**src/rtl/mdu_pkg.sv**
```systemverilog
// Shared constants for the iterative multiply/divide unit.
package mdu_pkg;

  localparam logic [1:0] IDLE = 2'd0;
  localparam logic [1:0] CALC = 2'd1;
  localparam logic [1:0] FIX  = 2'd2;

  localparam int unsigned MDU_ITER = 32;

  localparam logic [31:0] DIV0_Q = 32'hFFFF_FFFF;

endpackage

```
**src/rtl/mdu_sign_fix.sv**
```systemverilog
// Sign handling for mdu_iter: operand magnitudes on the way in,
// conditional negation of product / quotient / remainder on the way out.
module mdu_sign_fix #(
  parameter int unsigned WIDTH = 32
) (
  input  logic               s_mdu_i,
  input  logic [WIDTH-1:0]   a_i,
  input  logic [WIDTH-1:0]   b_i,
  output logic [WIDTH-1:0]   a_mag_o,
  output logic [WIDTH-1:0]   b_mag_o,
  input  logic [2*WIDTH-1:0] prod_i,
  input  logic               neg_prod_i,
  output logic [2*WIDTH-1:0] prod_o,
  input  logic [WIDTH-1:0]   quo_i,
  input  logic               neg_quo_i,
  output logic [WIDTH-1:0]   quo_o,
  input  logic [WIDTH-1:0]   rem_i,
  input  logic               neg_rem_i,
  output logic [WIDTH-1:0]   rem_o
);

  always_comb begin
    a_mag_o = (s_mdu_i && a_i[WIDTH-1]) ? -a_i : a_i;
    b_mag_o = (s_mdu_i && b_i[WIDTH-1]) ? -b_i : b_i;
    prod_o  = neg_prod_i ? -prod_i : prod_i;
    quo_o   = neg_quo_i  ? -quo_i  : quo_i;
    rem_o   = neg_rem_i  ? -rem_i  : rem_i;
  end

endmodule

```
**src/rtl/mdu_iter.sv**
```systemverilog
// Radix-2 iterative multiply/divide unit: one bit per clock, results on hi/lo
// with a one-cycle done pulse. A shared accumulator serves both operations.
module mdu_iter
  import mdu_pkg::*;
#(
  parameter int unsigned WIDTH = 32,
  parameter int unsigned ITER  = MDU_ITER
) (
  input  logic             clk,
  input  logic             reset,
  input  logic             mul_c,
  input  logic             div_c,
  input  logic             s_mdu,
  input  logic [WIDTH-1:0] a,
  input  logic [WIDTH-1:0] b,
  output logic             busy,
  output logic             done,
  output logic [WIDTH-1:0] hi,
  output logic [WIDTH-1:0] lo
);

  localparam int unsigned CW = $clog2(ITER + 1);

  logic [1:0]         state_q, state_d;
  logic [CW-1:0]      cnt_q, cnt_d;
  logic               op_div_q, op_div_d;
  logic               neg_q_q, neg_q_d;
  logic               neg_r_q, neg_r_d;
  logic               div0_q, div0_d;
  logic [WIDTH-1:0]   opnd_q, opnd_d;
  logic [2*WIDTH-1:0] acc_q, acc_d;
  logic [WIDTH-1:0]   hi_q, hi_d;
  logic [WIDTH-1:0]   lo_q, lo_d;
  logic               done_q, done_d;

  logic [WIDTH-1:0]   a_mag, b_mag, quo_fix, rem_fix;
  logic [2*WIDTH-1:0] prod_fix;
  logic [2*WIDTH-1:0] mul_next, div_next;
  logic [WIDTH:0]     psum, rsh;

  mdu_sign_fix #(.WIDTH(WIDTH)) u_sign_fix (
    .s_mdu_i    (s_mdu),
    .a_i        (a),
    .b_i        (b),
    .a_mag_o    (a_mag),
    .b_mag_o    (b_mag),
    .prod_i     (acc_q),
    .neg_prod_i (neg_q_q),
    .prod_o     (prod_fix),
    .quo_i      (acc_q[WIDTH-1:0]),
    .neg_quo_i  (neg_q_q),
    .quo_o      (quo_fix),
    .rem_i      (acc_q[2*WIDTH-1:WIDTH]),
    .neg_rem_i  (neg_r_q),
    .rem_o      (rem_fix)
  );

  // Multiply keeps {P, multiplier}; P gets one extra carry bit during the add.
  // Divide keeps {R, Q}; the shifted remainder needs one extra bit for the trial.
  always_comb begin
    psum     = {1'b0, acc_q[2*WIDTH-1:WIDTH]} + (acc_q[0] ? {1'b0, opnd_q} : '0);
    mul_next = {psum, acc_q[WIDTH-1:1]};
    rsh      = acc_q[2*WIDTH-1:WIDTH-1];
    if (rsh >= {1'b0, opnd_q}) begin
      div_next = {rsh[WIDTH-1:0] - opnd_q, acc_q[WIDTH-2:0], 1'b1};
    end else begin
      div_next = {rsh[WIDTH-1:0], acc_q[WIDTH-2:0], 1'b0};
    end
  end

  always_comb begin
    state_d  = state_q;
    cnt_d    = cnt_q;
    op_div_d = op_div_q;
    neg_q_d  = neg_q_q;
    neg_r_d  = neg_r_q;
    div0_d   = div0_q;
    opnd_d   = opnd_q;
    acc_d    = acc_q;
    hi_d     = hi_q;
    lo_d     = lo_q;
    done_d   = 1'b0;
    case (state_q)
      IDLE: begin
        if (div_c || mul_c) begin
          state_d  = CALC;
          cnt_d    = '0;
          op_div_d = div_c;
          neg_q_d  = s_mdu && (a[WIDTH-1] ^ b[WIDTH-1]);
          neg_r_d  = s_mdu && a[WIDTH-1];
          div0_d   = div_c && (b == '0);
          opnd_d   = div_c ? b_mag : a_mag;
          acc_d    = {{WIDTH{1'b0}}, (div_c ? a_mag : b_mag)};
        end
      end
      CALC: begin
        cnt_d = cnt_q + 1'b1;
        acc_d = op_div_q ? div_next : mul_next;
        if (cnt_q == CW'(ITER - 1)) begin
          state_d = FIX;
        end
      end
      FIX: begin
        state_d = IDLE;
        done_d  = 1'b1;
        if (op_div_q) begin
          lo_d = div0_q ? DIV0_Q[WIDTH-1:0] : quo_fix;
          hi_d = rem_fix;
        end else begin
          {hi_d, lo_d} = prod_fix;
        end
      end
      default: state_d = IDLE;
    endcase
  end

  always_ff @(posedge clk or posedge reset) begin
    if (reset) begin
      state_q  <= IDLE;
      cnt_q    <= '0;
      op_div_q <= 1'b0;
      neg_q_q  <= 1'b0;
      neg_r_q  <= 1'b0;
      div0_q   <= 1'b0;
      opnd_q   <= '0;
      acc_q    <= '0;
      hi_q     <= '0;
      lo_q     <= '0;
      done_q   <= 1'b0;
    end else begin
      state_q  <= state_d;
      cnt_q    <= cnt_d;
      op_div_q <= op_div_d;
      neg_q_q  <= neg_q_d;
      neg_r_q  <= neg_r_d;
      div0_q   <= div0_d;
      opnd_q   <= opnd_d;
      acc_q    <= acc_d;
      hi_q     <= hi_d;
      lo_q     <= lo_d;
      done_q   <= done_d;
    end
  end

  assign busy = (state_q != IDLE);
  assign done = done_q;
  assign hi   = hi_q;
  assign lo   = lo_q;

endmodule
```
**config.mk**
```make
export PLATFORM = sky130hd
export DESIGN_NAME = mdu_iter
export DESIGN_NICKNAME = d
export VERILOG_FILES = /design/src/rtl/mdu_pkg.sv /design/src/rtl/mdu_sign_fix.sv /design/src/rtl/mdu_iter.sv
export SDC_FILE = /design/constraint.sdc
export NUM_CORES = 1
export LEC_CHECK = 0
export ABC_AREA = 0
export CAP_MARGIN = 20
export CORE_ASPECT_RATIO = 1.4
export CORE_UTILIZATION = 50
export CTS_CLUSTER_DIAMETER = 60
export CTS_CLUSTER_SIZE = 14
export DETAILED_ROUTE_END_ITERATION = 16
export PLACE_DENSITY = 0.79
export SYNTH_ARGS = -nofsm -noshare
export SYNTH_HDL_FRONTEND = slang
export SYNTH_SLANG_ARGS = --single-unit
```
**constraint.sdc**
```tcl
create_clock -name clk -period 6.5 [get_ports clk]
set_clock_uncertainty 0.2 [all_clocks]
set_input_delay 1.3 -clock clk [delete_from_list [all_inputs] [get_ports clk]]
set_output_delay 1.3 -clock clk [all_outputs]
set_load 0.005 [all_outputs]
```
==> summary.txt, run 1 <==
STA
  – Max frequency: between 0.2 and 0.25 GHz
  – Worst setup margin: 2052 ps
  – Measured slew at the worst slew-check pin: about 1100 ps
  – Hold Fails Final Rpt: 0
  – Final Setup Violations: 0
  – Final Critical Period: 4448 ps
  – Worst rel slew slack: between 20 and 30%
  – Slew Viols, Final: 0
  – Final period util: roughly two thirds
  – RSZ-0062 raised after global routing: false
  – Post-Route Setup TNS: 0 ps

Synthesis
  – Post-synthesis compound-gate area fraction: approximately a quarter
  – Synth Area in Adders: roughly 6.3%
  – Top cells by area, synth: dfrtp_1, a21oi_1, ha_1
  – Synth warn: 0
  – Syn nets: 1951
  – Mux cell area share after synthesis: under 10%
  – Seq/Total Area, Yosys: slightly above 30%
  – Yosys reg bits: about 170
  – Largest family of logic cells by synthesized area: compound AO/OA/AOI/OAI gates
  – Async set or reset register ratio after synthesis: 100.0%
  – Synth Cell Area: ~14000 um2
  – Top cell type by total area after synthesis: dfrtp_1
  – Mapped Cells: ~1800
  – Post-synth top flop: dfrtp_1
  – Mean post-synth cell area: 7.904 um2
  – Unique cell type count in the Yosys netlist: 79
  – Yosys top cell area share: approximately 30%
  – Synth Area in Simple Gates: around a fifth
  – XOR/XNOR share of the synthesized area: between 10% and 20%
  – EDFF count, synth: 0

CTS
  – Number of CTS-inserted buffers: 17
  – Sink Count: between 150 and 200
  – CTS tree: yes
  – CTS-repair resized insts: 0
  – Setup bufs post-CTS: 0
  – Cts hold-fix bufs: 0
  – Clk root buf: clkbuf_16
  – CTS H-tree depth: 4
  – Clock Latency Late Sink: 450 ps
  – Clk slew on worst S/H paths: 80 ps
  – Clock buffer depth: 2

Die
  – Die X: approximately 140 um
  – Starting Density: between 50% and 60%
  – Die Y: about 200 um
  – Row cnt: ~70
  – Area of the die: 29320 um2
  – # IOs: between 100 and 150
  – Core Region: around 28000 um2

Cells and area
  – Antenna cells: 0
  – Nets: 2021
  – Final Cell Area: 16500 um2
  – Share of layout cells above drive strength 1: between 4 and 5%
  – Post-layout util: 59.09%
  – Synth-to-Final Area Change: 15.28%
  – Filler instances: approximately 2600
  – Sequential Area: approximately 4300 um2
  – Multi-input logic area: between 9000 and 10000 um2

Detailed routing
  – Final WL: 47320 um
  – Residual DRC: 0
  – Via count: between 10000 and 15000
  – Drt first pass iters: 5
  – Post-DRT Antenna Nets: 0
  – Vias per cell: 6.244
  – DR WL/cell: between 20 and 25 um
  – DRT iter0 DRCs: ~1200

Run status
  – Status: finished clean

GRT
  – Initial antenna violation count: 0
  – GRT Util Overall: 32.43%
  – Vias in the first global route: 13530
  – Pin count of the biggest net entering global routing: roughly 110
  – Grt ovf: 0
  – First-pass GRT wire length: between 70000 and 80000 um

Pwr
  – Leak: approximately 6.7 nW
  – Pwr/cell area: 576.2 nW/um2
  – Maximum vdd drop: about 0.00025 V

Run
  – Max cap viols: 0

Worst setup path
  – Crit Path Class: flip-flop to flip-flop
  – WP data arrival: 4540 ps
  – Worst Reg-to-Reg Cells: 13
  – Worst R2R Setup Slack: 2050 ps
  – Crit end category: flip-flop
  – Startpoint types: flip-flop
  – Crit-path max FO: 19
  – R2R Path Start: acc_q[0]
  – R2r endpoint: acc_q[61]
  – Worst path required time: 6600 ps

Placement
  – Buffers on Ports: roughly 130
  – HPWL after detailed placement: around 36000 um
  – Post-placement cell area: roughly 16000 um2
  – RePlAce Congestion: around 1
  – Worst slack, placed: 1828 ps

Worst hold path
  – Hold Crit Class: flip-flop to flip-flop
  – Worst min-delay path endpoint: hi[13]
  – WHS Path Cells: 2
  – Hold_sp: hi[13]
## sequential cells by signal, indices dropped and copies added (netlist names)
name,count
acc_q,64
cnt_q,6
div0_q,1
done,1
hi,32
lo,32
neg_q_q,1
neg_r_q,1
op_div_q,1
opnd_q,32
state_q,2
## layout by cell type, fill, tap and decap left out, drive strengths merged, types with 9 or more instances in the layout
cell type	n
nor2	212
a21oi	189
o21ai	175
dfrtp	173
nand2	167
clkdlybuf4s50	133
xnor2	91
xor2	85
ha	69
inv	68
mux2i	42
nor3	36
a22oi	34
nand3	30
o211ai	28
a211oi	26
o22ai	23
o31ai	22
buf	20
nor4	19
nand4	18
a31oi	18
clkbuf	17
or3	15
nand2b	14
a21o	13
o21a	12
o41ai	12
nor2b	11
or4	11
and3	10
and2	10
o21bai	9
## critical path, stage by stage (launching register included)
cell,delay (ps)
dfrtp_1,440
inv_1,510
buf_4,340
nor2_1,70
ha_1,310
nand2b_1,150
a21oi_1,110
nor4_1,540
o21bai_1,400
a211oi_1,560
a21oi_1,160
xor2_1,170
a221oi_1,220
o21ai_0,120
## per-stage QoR
| step | hold slack [ps] | std cells | power [mW] |
|---|---|---|---|
| final | 278.2 | 2264 | 9.508 |
| after global routing | 308.5 | 2264 | 10.21 |
| after CTS | 286.1 | 2263 | 9.431 |
| after detailed placement | 270.3 | 2231 | 8.313 |
| after global placement | 260.6 | 2231 | 8.225 |
| after floorplan | 239.0 | 1811 | 6.306 |
## how the worst max path moves through the flow
| stage | startpoint | end | slack (ps) | cells after the start |
|---|---|---|---|---|
| after floorplan | reset | acc_q[0] | 310 | 1 |
| after global placement | a[3] | acc_q[26] | 1930 | 10 |
| after detailed placement | a[3] | acc_q[26] | 1830 | 10 |
| after CTS | acc_q[51] | acc_q[49] | 2180 | 11 |
| after global routing | acc_q[0] | acc_q[61] | 1740 | 13 |
| final | acc_q[0] | acc_q[61] | 2050 | 13 |
## synthesized netlist by cell type, drive strengths merged (12+ instances only)
cell / n
nor2: 212
a21oi: 189
o21ai: 175
dfrtp: 173
nand2: 167
clkbuf: 92
xnor2: 91
xor2: 85
ha: 69
inv: 63
mux2i: 42
nor3: 36
a22oi: 34
nand3: 30
o211ai: 28
a211oi: 26
o22ai: 23
o31ai: 22
nor4: 19
a31oi: 18
nand4: 18
or3: 15
nand2b: 14
a21o: 13
o21a: 12
o41ai: 12
## power breakdown
part | switching (mW) | total, mW | leakage (nW) | internal, mW
registers | 0.784 | 2.38 | 2.05 | 1.60
clock network | 0.508 | 1.10 | 0.304 | 0.589
logic | 3.47 | 6.03 | 4.36 | 2.56
total | 4.76 | 9.51 | 6.71 | 4.75
## area by class of cell
type | count | share of cell area [%]
Sequential cell | 173 | 26.24
Timing Repair Buffer | 153 | 9.084
Multi-Input combinational cell | 1472 | 56.58
Clock inverter | 15 | 1.221
Clock buffer | 17 | 2.578
Tap cell | 370 | 2.806
Inverter | 64 | 1.486
## logic make-up after synthesis
group	after synthesis
AO/OA/AOI/OAI	599
XOR/XNOR	176
adder cells (fa/ha/maj)	71
buffers and inverters	166
flip-flops	173
multiplexers	48
AND/OR/NAND/NOR	578
## metal layers
layer | wire, um | GRT usage [%]
met1 | 17940 | 37.63
met2 | 23410 | 55.79
met3 | 2458 | 3.431
met4 | 3512 | 23.29
met5 | 0 | 0
No activity file was read; power rests on OpenSTA's default activity.
==> inputs of run 2 (changes only) <==
PLACE_DENSITY = 0.76   (was 0.79)
clock period = 4.1 ns   (was 6.5 ns; I/O delays follow)
==> run 2 against run 1 <==
Register-to-register slack got worse by 1700 ps. Design area increased by 5.5%. Cell count up 4.9%. Critical path type unchanged. Critical endpoint is now acc_q[60]. Largest cell class unchanged. Highest routed layer unchanged.
==> summary.txt, run 2 (synthesized netlist as in run 1, its figures left out) <==
Run status
  – Status: finished clean

Worst setup path
  – Worst Reg-to-Reg Cells: 15
  – Worst Setup SP: acc_q[0]
  – WP data arrival: between 3000 and 4000 ps
  – Startpoint types: flip-flop
  – CP Buf/Inv Count: 4
  – Slowest cell on the critical path: dfrtp_1
  – Critical Path Stages: 15
  – Crit end category: flip-flop
  – CP endpoint: acc_q[60]
  – Worst path required time: about 4200 ps
  – Worst R2R Setup Slack: between 300 and 400 ps
  – Worst path max stage delay: about 380 ps
  – Crit-path cells: inv_1, buf_4, nor2_1, ha_1, buf_4, a211oi_1, o21ai_0, o22ai_1, o211ai_1, buf_4, a21oi_1, o21ai_0, xnor2_1, o21ai_0, a221o_1
  – Crit Path Class: flip-flop to flip-flop
  – Cell class contributing the biggest share of worst-path delay: compound AO/OA/AOI/OAI gates
  – R2R Path Start: acc_q[0]
  – Crit-path max FO: 16
  – R2r endpoint: acc_q[60]

CTS
  – CTS-repair resized insts: 0
  – Clock Latency Late Sink: around 450 ps
  – Cts hold-fix bufs: 0
  – CTS tree: yes
  – Sink Count: ~170
  – Clk slew on worst S/H paths: ~70 ps
  – CTS H-tree depth: 4
  – Setup bufs post-CTS: 0
  – Number of CTS-inserted buffers: 17
  – Clk root buf: clkbuf_16
  – Clock buffer depth: 2

STA
  – Max frequency: 0.2647 GHz
  – Fin Hold WS: 277.4 ps
  – Slew Viols, Final: 0
  – Final Critical Period: 3778 ps
  – Post-Route Setup TNS: 0 ps
  – Final Setup Violations: 0
  – RSZ-0062 raised after global routing: false
  – Hold Fails Final Rpt: 0
  – Worst rel slew slack: ~29%
  – Final period util: between 90% and 100%
  – Measured slew at the worst slew-check pin: approximately 1100 ps

Cells and area
  – Filler instances: between 2000 and 2500
  – Most frequent cells in the layout: nor2_1, a21oi_1, dfrtp_1
  – Share of layout cells above drive strength 1: 9.980%
  – Fin cells: 2374
  – Synth-to-Final Area Change: 21.60%
  – Max reg flops: between 60 and 70
  – Antenna cells: 0
  – Largest reg by FF count: acc_q
  – Most common cell after layout, fill and taps aside: nor2_1
  – Nets: between 2000 and 2500

Placement
  – Post-Place Cells: about 2300
  – HPWL after detailed placement: ~39000 um
  – Buffers on Ports: 134
  – RePlAce Congestion: 0.9585

GRT
  – Pin count of the biggest net entering global routing: between 60 and 70
  – Vias in the first global route: ~14000
  – Grt ovf: 0
  – Initial antenna violation count: 0
  – First-pass GRT wire length: 77540 um
  – GRT Util Overall: 34.04%

Run
  – Max cap viols: 0

Detailed routing
  – Residual DRC: 0
  – Via count: 14570
  – Final WL: 49630 um
  – Drt first pass iters: 7
  – Vias per cell: just over 6
  – DRT iter0 DRCs: between 1000 and 1500
  – DR WL/cell: 20.91 um
  – Post-DRT Antenna Nets: 0

Worst hold path
  – Hold Crit Class: flip-flop to flip-flop

Pwr
  – Leak: between 7 and 8 nW
  – Maximum vdd drop: 0.0004866 V
  – Pwr/cell area: approximately 920 nW/um2

Die
  – Die Y: 202.2 um
  – Core Region: 27930 um2
  – Die X: 145.0 um
  – Starting Density: 51.25%
  – Area of the die: just under 30000 um2
  – # IOs: 135
  – Row cnt: 72
[run 2: changes by cell type in the layout (fill, tap and decap cells not counted), moves of 2 or more]
cell	previous run	this run
buf_4	18	124
buf_12	0	5
inv_8	4	2
clkinv_4	3	1
[run 2: metal layers]
layer / part of all wire [%] / global-route usage [%] / up-vias
met2: 49 / 58.14 / 595
met1: 37 / 37.62 / 6911
li1: - / - / 6899
met4: 9.1 / 29.64 / 0
met3: 4.9 / 3.995 / 167
met5: 0 / 0 / -
[run 2: worst min path at each step]
stage                 from      to  cells after the start
finish              hi[10]  hi[10]                      2
global route         hi[7]   hi[7]                      2
CTS                  hi[7]   hi[7]                      2
detailed placement   hi[7]   hi[7]                      2
global placement    hi[10]  hi[10]                      2
floorplan           div0_q  div0_q                      2
[run 2: worst reg2reg max path, stage by stage, from the launching register on]
cell and delay, ps:
dfrtp_1 380, inv_1 120, buf_4 260, nor2_1 90, ha_1 310, buf_4 160
a211oi_1 210, o21ai_0 110, o22ai_1 260, o211ai_1 190, buf_4 190, a21oi_1 340
o21ai_0 240, xnor2_1 210, o21ai_0 100, a221o_1 290
[run 2: area by class of cell]
type                       count  area [um2]  area share (%)
clock buffer                  18       439.2           2.523
clock inverter                14       220.2           1.265
inverter                      64       244.0           1.402
multi-input combinational   1472        9341           53.67
sequential                   173        4330           24.88
tap                          370       462.9           2.660
timing repair buffer         263        2367           13.60
[run 2: through the flow]
| step | setup slack, ps | total power, mW | cell area, um2 | util, % |
|---|---|---|---|---|
| after floorplan | 539.4 | 9.998 | 14320 | - |
| after global placement | 237.3 | 13.77 | 16750 | 59.96 |
| after detailed placement | 214.9 | 13.97 | 16750 | 59.96 |
| after CTS | 280.1 | 15.85 | 17410 | 62.33 |
| after global routing | 112.2 | 17.15 | 17410 | 62.33 |
| final | 322.0 | 15.99 | 17410 | 62.33 |
[run 2: report_power, final]
group          internal (mW)  switching (mW)
registers               2.54           0.796
clock network           1.01           0.806
logic                   4.74            6.10
==> inputs of run 3 (changes only) <==
CELL_PAD_IN_SITES_DETAIL_PLACEMENT = 1   (was unset)
CELL_PAD_IN_SITES_GLOBAL_PLACEMENT = 1   (was unset)
CORE_MARGIN = 2   (was unset)
CORE_UTILIZATION = 44   (was 50)
PLACE_DENSITY = 0.87   (was 0.76)
==> run 3 against run 2 <==
Design area is 0.22% higher. Cell count up 1.6%. Non-clock buffer count grew 9. Register-to-register slack got worse by 120 ps. Die area is 16% higher. Flip-flop and latch count unchanged. Critical endpoint is now acc_q[55].
==> summary.txt, run 3 (synthesized netlist as in run 1, its figures left out) <==
Run status
  – Status: finished clean

STA
  – Worst rel slew slack: about a third
  – Max frequency: about 0.26 GHz
  – Measured slew at the worst slew-check pin: 1013 ps
  – Final Critical Period: a little under 4000 ps
  – Final period util: between 90% and 100%
  – RSZ-0062 raised after global routing: false
  – Slew Viols, Final: 0
  – Post-Route Setup TNS: 0 ps
  – Final Setup Violations: 0
  – Hold Fails Final Rpt: 0

Pwr
  – Combinational share of power: between 60% and 70%
  – Overall Power: 16.56 mW
  – Pwr/cell area: roughly 950 nW/um2
  – Sequential Power Share: between 20% and 30%
  – Maximum vdd drop: 0.0004603 V
  – Leak: roughly 7.3 nW
  – Pint: 8.301 mW
  – Sw Pwr: ~8.3 mW
  – Sw frac: between 40% and 50%
  – Clock share of power: between 10% and 20%

Worst hold path
  – Hold Crit Class: flip-flop to flip-flop
  – WHS Path Cells: 2

CTS
  – Clk root buf: clkbuf_16
  – Number of CTS-inserted buffers: 17
  – Cts hold-fix bufs: 0
  – CTS H-tree depth: 4
  – Sink Count: about 170
  – Clock buffer depth: 2
  – Clk slew on worst S/H paths: approximately 70 ps
  – CTS tree: yes
  – Clock Latency Late Sink: around 460 ps

Worst setup path
  – R2R Path Start: acc_q[0]
  – Crit end category: flip-flop
  – Crit Path Class: flip-flop to flip-flop
  – R2r endpoint: acc_q[55]
  – WP data arrival: 4000 ps
  – Worst R2R Setup Slack: approximately 200 ps
  – CP endpoint: acc_q[55]
  – Worst path required time: 4210 ps
  – Worst Reg-to-Reg Cells: 17
  – Crit-path max FO: 3
  – Startpoint types: flip-flop
  – Worst Setup SP: acc_q[0]

Detailed routing
  – Via count: between 15000 and 20000
  – Final WL: about 60000 um
  – DRT iter0 DRCs: slightly above 1000
  – Residual DRC: 0
  – Drt first pass iters: 7
  – DR WL/cell: between 20 and 25 um
  – Post-DRT Antenna Nets: 0
  – Vias per cell: roughly 6.4

Placement
  – RePlAce Congestion: 0.9885
  – Buffers on Ports: around 130
  – HPWL after detailed placement: about 45000 um
  – Post-Place Cells: about 2400

GRT
  – Grt ovf: 0
  – Initial antenna violation count: 0
  – GRT Util Overall: a little over a third
  – First-pass GRT wire length: approximately 90000 um
  – Pin count of the biggest net entering global routing: between 80 and 90
  – Vias in the first global route: ~17000

Cells and area
  – Most common cell after layout, fill and taps aside: nor2_1
  – Sequential Area: 4330 um2
  – Share of layout cells above drive strength 1: between 10% and 20%
  – Most frequent cells in the layout: nor2_1, a21oi_1, dfrtp_1
  – Fin cells: 2413
  – Largest reg by FF count: acc_q
  – Antenna cells: 0
  – Synth-to-Final Area Change: 21.86%
  – Multi-input logic area: approximately 9400 um2
  – Filler instances: approximately 3900
  – Nets: about 2100
  – Max reg flops: 64

Die
  – Die X: 156.4 um
  – Row cnt: a little under 80
  – Core Region: about 32000 um2
  – Starting Density: approximately 44%
  – Die Y: 217.4 um
  – Area of the die: roughly 34000 um2
  – # IOs: about 140

Run
  – Max cap viols: 0
-- run 3: cell types whose count changed in the layout (fill, tap and decap cells not counted), moves of 2 or more --
cell      previous run  this run
inv_8                2         5
clkinv_8             4         0
clkinv_2             0         2
buf_4              124       134
clkbuf_1             0         3
-- run 3: layer usage --
layer,routed length (um),global-route usage (%),up-vias
li1,-,-,6912
met1,20420,35.72,7574
met2,29600,61.62,607
met3,2835,5.366,259
met4,6000,31.47,0
met5,0,0,-
-- run 3: cell type report --
cell class	instances	area share [%]
Multi-Input combinational cell	1472	53.64
Sequential cell	173	24.83
Timing Repair Buffer	272	13.89
Tap cell	400	2.869
Clock buffer	20	2.503
Inverter	64	1.399
Clock inverter	12	0.8751
-- run 3: worst max-delay path, stage by stage (launching register included) --
cell	delay [ps]
dfrtp_1	380
buf_4	130
and2_1	130
ha_1	210
inv_1	80
fa_1	430
nand2b_1	230
a21oi_1	300
nor4_1	90
buf_4	150
o21bai_1	400
buf_4	210
a21boi_0	70
buf_4	140
o21ai_0	210
xnor2_1	100
a22oi_1	150
o21ai_0	140
-- run 3: worst min-delay path by stage --
stage / start / slack [ps] / endpoint
2_1_floorplan: div0_q / 240 / div0_q
3_3_place_gp: hi[12] / 260 / hi[12]
3_5_place_dp: hi[17] / 280 / hi[17]
4_1_cts: hi[17] / 290 / hi[17]
5_1_grt: cnt_q[5] / 320 / state_q[1]
6_report: hi[10] / 280 / hi[10]
-- run 3: what timing repair did --
item / CTS / global route
endpoints found under the setup margin: 0 / 1
setup buffers: 0 / 0
gates resized for setup: 0 / 4
hold endpoints to repair: 0 / 0
-- run 3: per-stage QoR --
step	worst slack, ps	hold WS (ps)	utilization [%]	cell area (um2)
2_1_floorplan	539.4	239.0	-	14320
5_1_grt	1.889	319.2	54.16	17440
4_1_cts	113.1	294.0	54.11	17430
3_3_place_gp	197.3	263.3	52.28	16840
6_report	205.1	282.6	54.16	17440
3_5_place_dp	91.83	277.4	52.28	16840
-- run 3: power by group through the flow --
stage               Combinational (mW)  Clock (mW)  Sequential [mW]
global route                      12.4        1.77             3.46
global placement                  10.7           0             3.32
finish                            11.5        1.70             3.38
CTS                               11.3        1.72             3.36
detailed placement                11.1           0             3.38
floorplan                         6.78           0             3.22
